**src/rtl/tod_transmitter.sv**
```systemverilog
// tod_transmitter: upstream time-of-day source for the EVR timestamp receiver.
//
// Each PPS strobe emits the seconds-marker event code. The block then
// serialises the value the receiver will latch at the *next* marker
// (secondsNow+1) as SECONDS_WIDTH shift-zero/shift-one events, MSB first.
// Consecutive events are separated by at least BIT_SPACING clocks.
//
// Ports:
//   clk, rst          clock; synchronous active-high reset
//   enable            allow event emission (an in-flight handshake still completes)
//   pps               single-cycle PPS strobe, already synchronous to clk
//   secondsLoad       load secondsIn into secondsNow (wins over pps)
//   secondsIn         seconds value to load
//   evCode            event code, valid while evCodeValid
//   evCodeValid       event pending; held with evCode until evCodeReady
//   evCodeReady       downstream arbiter accepts evCode this cycle
//   secondsNow        current seconds count
//   busy              a sequence is pending or in progress
//   overrunCounter    PPS arrivals while busy (saturating)
//   ppsMissedCounter  PPS watchdog timeouts (saturating)
module tod_transmitter #(
  parameter int unsigned NOMINAL_CLK_RATE      = 125_000_000,
  parameter int unsigned SECONDS_WIDTH         = 32,
  parameter logic [7:0]  EVCODE_SHIFT_ZERO     = 8'h70,
  parameter logic [7:0]  EVCODE_SHIFT_ONE      = 8'h71,
  parameter logic [7:0]  EVCODE_SECONDS_MARKER = 8'h7D,
  parameter int unsigned BIT_SPACING           = 16,
  parameter int unsigned STATUS_COUNTER_WIDTH  = 10
) (
  input  logic                            clk,
  input  logic                            rst,
  input  logic                            enable,
  input  logic                            pps,
  input  logic                            secondsLoad,
  input  logic [SECONDS_WIDTH-1:0]        secondsIn,
  output logic [7:0]                      evCode,
  output logic                            evCodeValid,
  input  logic                            evCodeReady,
  output logic [SECONDS_WIDTH-1:0]        secondsNow,
  output logic                            busy,
  output logic [STATUS_COUNTER_WIDTH-1:0] overrunCounter,
  output logic [STATUS_COUNTER_WIDTH-1:0] ppsMissedCounter
);

  localparam int unsigned WATCHDOG_LIMIT = NOMINAL_CLK_RATE + NOMINAL_CLK_RATE / 100;
  localparam int unsigned TIMER_WIDTH    = $clog2(WATCHDOG_LIMIT + 1);
  localparam int unsigned GAP_WIDTH      = $clog2(BIT_SPACING + 1);
  localparam int unsigned BITS_WIDTH     = $clog2(SECONDS_WIDTH + 1);

  typedef enum logic [1:0] {
    IDLE   = 2'd0,
    MARKER = 2'd1,
    GAP    = 2'd2,
    SHIFT  = 2'd3
  } stateType;

  stateType                 state;
  stateType                 nextState;
  logic [SECONDS_WIDTH-1:0] shiftReg;
  logic [BITS_WIDTH-1:0]    bitsLeft;
  logic [GAP_WIDTH-1:0]     gapCount;
  logic                     ppsPending;
  logic [TIMER_WIDTH-1:0]   wdTimer;

  logic transfer;
  logic gapDone;

  assign transfer = evCodeValid && evCodeReady;
  // gapCount is preloaded with BIT_SPACING-1 outside GAP, so the GAP state
  // lasts exactly BIT_SPACING-1 clocks.
  assign gapDone  = (gapCount == GAP_WIDTH'(1));

  // ---------------------------------------------------------------------------
  // State register
  // ---------------------------------------------------------------------------
  // NOTE: all clocked state uses non-blocking assignments so every register
  // samples pre-edge values, independent of statement order.
  always_ff @(posedge clk) begin
    if (rst) state <= IDLE;
    else     state <= nextState;
  end

  // ---------------------------------------------------------------------------
  // Next-state logic
  // ---------------------------------------------------------------------------
  // NOTE: nextState gets a default before the case so no path leaves it
  // unassigned, which would otherwise infer a latch.
  always_comb begin
    nextState = state;
    unique case (state)
      IDLE: begin
        if (pps && enable) nextState = MARKER;
      end
      MARKER: begin
        // A pps here is counted as an overrun but does not queue another marker.
        if (transfer) begin
          if (!enable)              nextState = IDLE;
          else if (BIT_SPACING > 1) nextState = GAP;
          else                      nextState = SHIFT;
        end
      end
      GAP: begin
        // An overrun pps aborts the remaining bits and restarts with a marker.
        if (!enable)            nextState = IDLE;
        else if (pps)           nextState = MARKER;
        else if (gapDone)       nextState = (bitsLeft != '0) ? SHIFT : IDLE;
      end
      SHIFT: begin
        // The current bit always completes its handshake before any redirect.
        if (transfer) begin
          if (!enable)                  nextState = IDLE;
          else if (pps || ppsPending)   nextState = MARKER;
          else if (BIT_SPACING > 1)     nextState = GAP;
          else if (bitsLeft > BITS_WIDTH'(1)) nextState = SHIFT;
          else                          nextState = IDLE;
        end
      end
      default: nextState = IDLE;
    endcase
  end

  // ---------------------------------------------------------------------------
  // Output logic (Moore: purely from state and shift register, so code and
  // valid are stable for as long as the state holds awaiting a transfer)
  // ---------------------------------------------------------------------------
  always_comb begin
    evCode      = 8'h00;
    evCodeValid = 1'b0;
    unique case (state)
      MARKER: begin
        evCode      = EVCODE_SECONDS_MARKER;
        evCodeValid = 1'b1;
      end
      SHIFT: begin
        evCode      = shiftReg[SECONDS_WIDTH-1] ? EVCODE_SHIFT_ONE : EVCODE_SHIFT_ZERO;
        evCodeValid = 1'b1;
      end
      default: ;
    endcase
  end

  assign busy = (state != IDLE);

  // ---------------------------------------------------------------------------
  // Datapath: seconds counter, shift register, gap timer, status counters
  // ---------------------------------------------------------------------------
  always_ff @(posedge clk) begin
    if (rst) begin
      secondsNow       <= '0;
      shiftReg         <= '0;
      bitsLeft         <= '0;
      gapCount         <= '0;
      ppsPending       <= 1'b0;
      wdTimer          <= '0;
      overrunCounter   <= '0;
      ppsMissedCounter <= '0;
    end else begin
      // A load wins over a simultaneous pps; both act regardless of enable.
      if (secondsLoad)  secondsNow <= secondsIn;
      else if (pps)     secondsNow <= secondsNow + 1'b1;

      // Capture the value the receiver will latch at the following marker.
      if (state == MARKER && transfer) begin
        shiftReg <= secondsNow + 1'b1;
        bitsLeft <= BITS_WIDTH'(SECONDS_WIDTH);
      end else if (state == SHIFT && transfer) begin
        shiftReg <= shiftReg << 1;
        bitsLeft <= bitsLeft - 1'b1;
      end

      if (state != GAP) gapCount <= GAP_WIDTH'(BIT_SPACING - 1);
      else              gapCount <= gapCount - 1'b1;

      // Remember an overrun pps seen while a shift event is stalled, so the
      // redirect to MARKER happens once that handshake completes.
      ppsPending <= (state == SHIFT) && !transfer && (ppsPending || pps);

      if (pps && busy && (overrunCounter != '1))
        overrunCounter <= overrunCounter + 1'b1;

      if (pps) begin
        wdTimer <= '0;
      end else if (wdTimer == TIMER_WIDTH'(WATCHDOG_LIMIT - 1)) begin
        wdTimer <= '0;
        if (ppsMissedCounter != '1) ppsMissedCounter <= ppsMissedCounter + 1'b1;
      end else begin
        wdTimer <= wdTimer + 1'b1;
      end
    end
  end

endmodule

```
**config.mk**
```make
export PLATFORM = sky130hd
export DESIGN_NAME = tod_transmitter
export DESIGN_NICKNAME = d
export VERILOG_FILES = /design/src/rtl/tod_transmitter.sv
export SDC_FILE = /design/constraint.sdc
export NUM_CORES = 1
export LEC_CHECK = 0
export ABC_AREA = 0
export CAP_MARGIN = 20
export CORE_ASPECT_RATIO = 0.5
export CORE_MARGIN = 2
export CORE_UTILIZATION = 55
export CTS_CLUSTER_DIAMETER = 60
export DETAILED_ROUTE_END_ITERATION = 8
export HOLD_SLACK_MARGIN = 0.12
export PLACE_DENSITY = 0.81
export SLEW_MARGIN = 15
export SYNTH_ARGS = -nofsm -noshare
export SYNTH_HDL_FRONTEND = slang
export SYNTH_SLANG_ARGS = --single-unit
```
**constraint.sdc**
```tcl
create_clock -name clk -period 7 [get_ports clk]
set_clock_uncertainty 0.15 [all_clocks]
set_input_delay 2.1 -clock clk [delete_from_list [all_inputs] [get_ports clk]]
set_output_delay 2.1 -clock clk [all_outputs]
set_load 0.005 [all_outputs]
```
# Word-level counts from Yosys, hierarchy flattened
# Index checks and enable logic that the tools add are counted.
# Widths: inputs -> output; s select.
# totals
reg_bits	125
word_cells	72
in_bits	38
output_inout_bits	62
# classes
add_sub_neg	6
n_mux	21
bitwise	1
eq_ne	12
n_reduce_logical	21
# op_table
op	count
$mux 32	4
$add 32x1->32 const B	1
$add 27x1->27 const B	1
$eq 27x27->1 const B	1
$add 10x1->10 const B	2
$mux 2	10
$ne 10x10->1 const B	2
$pmux 7 s2	1
$mux 6	2
$logic_and 1x1->1	8
$ne 2x2->1 const B	4
$pmux 2 s4	1
$reduce_bool 2->1	3
$reduce_bool 6->1	1
$reduce_or 2->1	3
$sub 6x1->6 const B	1
$eq 5x1->1 const B	1
$sub 5x1->5 const B	1
$eq 2x2->1 const B	2
$mux 4	1
$ne 4x4->1 const B	1
$reduce_and 4->1	1
$reduce_and 3->1	1
$reduce_or 3->1	1
6 further kinds	7

# Depth between registers and ports, before layout
# depth
word_depth	7
ltp_mapped	8
depth_no_buf	7

# Least setup slack after synthesis
# OpenSTA, ideal clock, no wires.
# synth_path
kind	input-to-reg
startpoint	in pps
endpoint	reg overrunCounter[7]
required_time_ns	6.722
setup_time_ns	0.128
arrival_time_ns	3.383
path_buffers	1
slack_ns	3.340
path_stages	6
path_cell_list	clkbuf_1 -> o21ai_0 -> a41oi_1 -> nand4_1 -> xor2_1 -> nor2_1
# synth_via
elab_chain_cells	2
# synth_rtl
item	line	text
start: declaration	33	input logic pps,
$logic_and 1x1->1 (2 in series)	178	if (pps && busy && (overrunCounter != '1))
end signal: assignment	179	overrunCounter <= overrunCounter + 1'b1;
end: declaration	41	output logic [STATUS_COUNTER_WIDTH-1:0] overrunCounter,
# Every way passes these cells.
# A chain may end at the register's enable or synchronous reset.

# Final worst setup path
# layout_path
startpoint	in pps
endpoint	reg secondsNow[16]
# layout_via
elab_chain_cells	1
# layout_rtl
item	line	text
$reduce_bool 2->1 (no source line)	-	
end signal: assignment	159	if (secondsLoad) secondsNow <= secondsIn;
end signal: assignment	160	else if (pps) secondsNow <= secondsNow + 1'b1;
end: declaration	39	output logic [SECONDS_WIDTH-1:0] secondsNow,
# Every way passes these cells.

==> flow_summary_export.csv <==
group,metric,value,unit
final_layout,drive_gt1_share,5.50,%
floorplan,core_area,11700,sq um
detailed_routing,drtIter0Drc,456,
floorplan,ios,100,
critical_path,max_stage_delay,890,ps
clock_network,cts_hold_buf,0,
critical_path,worst_ep_arrival_time,4610,ps
final_layout,fin_nets,926,
critical_path,cp_slowest_cell,"clkdlybuf4s50_1",
sta,hold_viol,0,
grt,antenna_found_initial,0,
sta,rsz0062_at_grt,"false",
sta,slew_headroom,42.9,%
job,cap_violations,0,
yosys,synth_area_leaders,"dfxtp_1, xor2_1, nor2_1",
clock_network,worstSkewPairLatency,410,ps
yosys,ys_seq_area_share,38.4,%
yosys,synth_edf_count,0,
worst_hold_path,whs_path_depth,2,
critical_path,critical_path.startpoint_type,"input pin",
clock_network,post_cts_resized,0,
sta,finalSetupTns,0,ps
clock_network,cts_buffer_depth,2,
critical_path,endpoint_kind,"flop",
sta,tightest_slew,855,ps
yosys,synth.top_cell.area_share,38.4,%
worst_hold_path,hold_path.class,"reg2reg",
final_layout,syn_to_final_growth,24.1,%
outcome,status,"finished, final reports clean",
sta,fin_crit_sh,63.6,%
grt,track_usage,24.7,%
yosys,async_reset_ff_share,0,%
yosys,synthCells,819,
power,ir_drop,0.144,mV
clock_network,cts_max_level,4,
yosys,syn_area_per_cell,7.96,sq um
detailed_routing,drt_pre_antenna_iters,5,
place,dpl.hpwl,10300,um
critical_path,ff2ff_path_depth,5,
critical_path,worstSetupPathType,"in2reg",
floorplan,num_rows,28,
place,place_inst,1027,
yosys,synth_most_common_cell,"dfxtp_1",
sta,finalCriticalPeriod,4450,ps
final_layout,stdcell_count,1056,
detailed_routing,routedWlPerCell,14.9,um
critical_path,path_max_fanout,16,
detailed_routing,ant_nets,0,
clock_network,cts-root-buf,"clkbuf_16",
sta,timing.fmax,0.225,GHz
place,portBuffers,97,
floorplan,die_y,81.0,um
detailed_routing,via_count,6128,
yosys,yosys_warnings,0,
detailed_routing,remaining_drc_errors,0,
grt,grt_max_degree,80,
place,gp_congestion,0.882,
grt,grt-ovfl-total,0,
clock_network,clkTransAtPathRegs,60,ps
yosys,netlist_area,6520,sq um
final_layout,antennaDiodeCount,0,
power,p_per_area,223,nW/um^2
floorplan,start_util,55.7,%
clock_network,clock_sinks,125,
sta,setup_viol,0,
detailed_routing,viasPerCell,5.80,
sta,slew_viol_final,0,
power,total_power,0.00180,W
critical_path,crit_path_frequent_cell,"nand3_1",
floorplan,die_x,158,um
yosys,synthFlopType,"dfxtp_1",
power,p_leak,2.77,nW
yosys,ys_top_cells_by_count,"dfxtp_1, nor2_1, nand2_1, a21oi_1, xor2_1",
grt,grt_pass1_wl,25600,um
yosys,yosys.area.top_type,"dfxtp_1",
final_layout,fill_cells,964,
yosys,yosys.cell_types.count,54,
grt,grt_pass1_vias,5433,
clock_network,numCtsBuffers,17,
clock_network,cts_tree,"built",
detailed_routing,wirelength,15800,um
floorplan,die_area,12800,sq um
critical_path,cp_data_required_time,7160,ps
critical_path,cp_cell_sequence,"clkdlybuf4s50_1 > buf_4 > nand3_1 > nor3_1 > nand3_1 > xor2_1 > a211oi_1",
yosys,synth-seq-cells,125,
clock_network,postCtsSetupBuffers,0,
registers in the layout, summed over array words and instances (netlist names):
register,flops
secondsNow,32
shiftReg,32
wdTimer,27
overrunCounter,10
ppsMissedCounter,10
bitsLeft,6
gapCount,5
state,2
ppsPending,1
power breakdown:
group	total (W)	internal, W	switching [W]
clock network	0.000899	0.000590	0.000309
logic	0.000141	0.0000750	0.0000662
registers	0.000761	0.000731	0.0000301
total	0.00180	0.00140	0.000405
stage by stage:
| stage | hold slack, ps | utilization (%) | setup slack (ps) | area [sq um] |
|---|---|---|---|---|
| 6_report | 309 | 69.1 | 2550 | 8090 |
| 5_1_grt | 335 | 69.1 | 2310 | 8090 |
| 4_1_cts | 307 | 69.1 | 2610 | 8090 |
| 3_5_place_dp | 297 | 64.0 | 2180 | 7490 |
| 3_3_place_gp | 285 | 64.0 | 2260 | 7490 |
| 2_1_floorplan | 276 | - | 3340 | 6520 |
logic make-up (layout without fill, tap and decap cells):
logic type | count (synthesis) | after routing | synth area share (%)
fa+ha+maj | 7 | 7 | 1.34
compound gates | 142 | 142 | 13.1
buf+inv | 81 | 152 | 5.11
simple gates | 364 | 364 | 28.5
mux | 7 | 7 | 1.09
xor+xnor | 92 | 92 | 12.4
other cells | 1 | 2 | 0.0575
flops | 125 | 125 | 38.4
layout by cell type (no fill, tap or decap), types with 2 or more instances in the layout:
cell type        synthesis  layout
a311oi_1                 2       2
nor2_1                  99      99
nand3_1                 45      45
or3_1                   11      11
and3_1                  25      25
nor4_1                  12      12
a31oi_1                  6       6
clkinv_2                 0       3
o31a_1                   3       3
bufinv_16                0       3
buf_4                    6       9
xnor2_1                 38      38
nand4_1                 40      40
a211oi_1                19      19
nor4b_1                  2       2
o22ai_1                 14      14
mux2i_1                  6       6
conb_1                   1       2
nand2_1                 71      71
nand3b_1                 2       2
ha_1                     7       7
or4_1                    2       2
clkdlybuf4s50_1          0      96
o21ai_0                 26      26
a221oi_1                 4       4
nor3_1                  22      22
nor2b_1                  4       4
clkbuf_8                 0       4
and2_1                   7       7
nor3_2                   2       2
dfxtp_1                125     125
nor3b_1                  2       2
xor2_1                  54      54
clkbuf_16                0      17
inv_1                   17      17
o21a_1                   2       2
a21oi_1                 56      56
and4_1                  10      10
a21o_1                   3       3
worst max-delay path: cells and delay by family:
kind / cells / cell delay [ps]
AOI/OAI and AO/OA: 1 / 280
buffers and inverters: 2 / 1240
and+or+nand+nor: 3 / 780
xor gates and xnor gates: 1 / 190
layer usage:
layer | wire (um) | GRT usage (%) | vias to the layer above | share of wire [%]
li1 | - | - | 3028 | -
met1 | 7340 | 33.5 | 2901 | 47
met2 | 7440 | 40.0 | 185 | 47
met3 | 818 | 4.54 | 14 | 5.2
met4 | 171 | 8.47 | 0 | 1.1
met5 | 0 | 0 | - | 0
cell type report:
type | count | area (sq um) | area share, %
repair buffers | 105 | 1030 | 12.7
multi-input cells | 614 | 3690 | 45.6
clock buffers | 22 | 484 | 5.99
well taps | 165 | 206 | 2.55
clock inverters | 7 | 113 | 1.39
flip-flops and latches | 125 | 2500 | 30.9
inverters | 18 | 67.6 | 0.835
path summary, 6_finish.rpt:
kind                                        to  slack, ps           from
worst max-delay path            secondsNow[16]       2550            pps
worst min-delay path               shiftReg[5]        310    shiftReg[5]
worst max register to register    shiftReg[26]       4350  secondsNow[4]
worst min register to register     shiftReg[5]        310    shiftReg[5]
No activity file was read; power rests on OpenSTA's default activity.
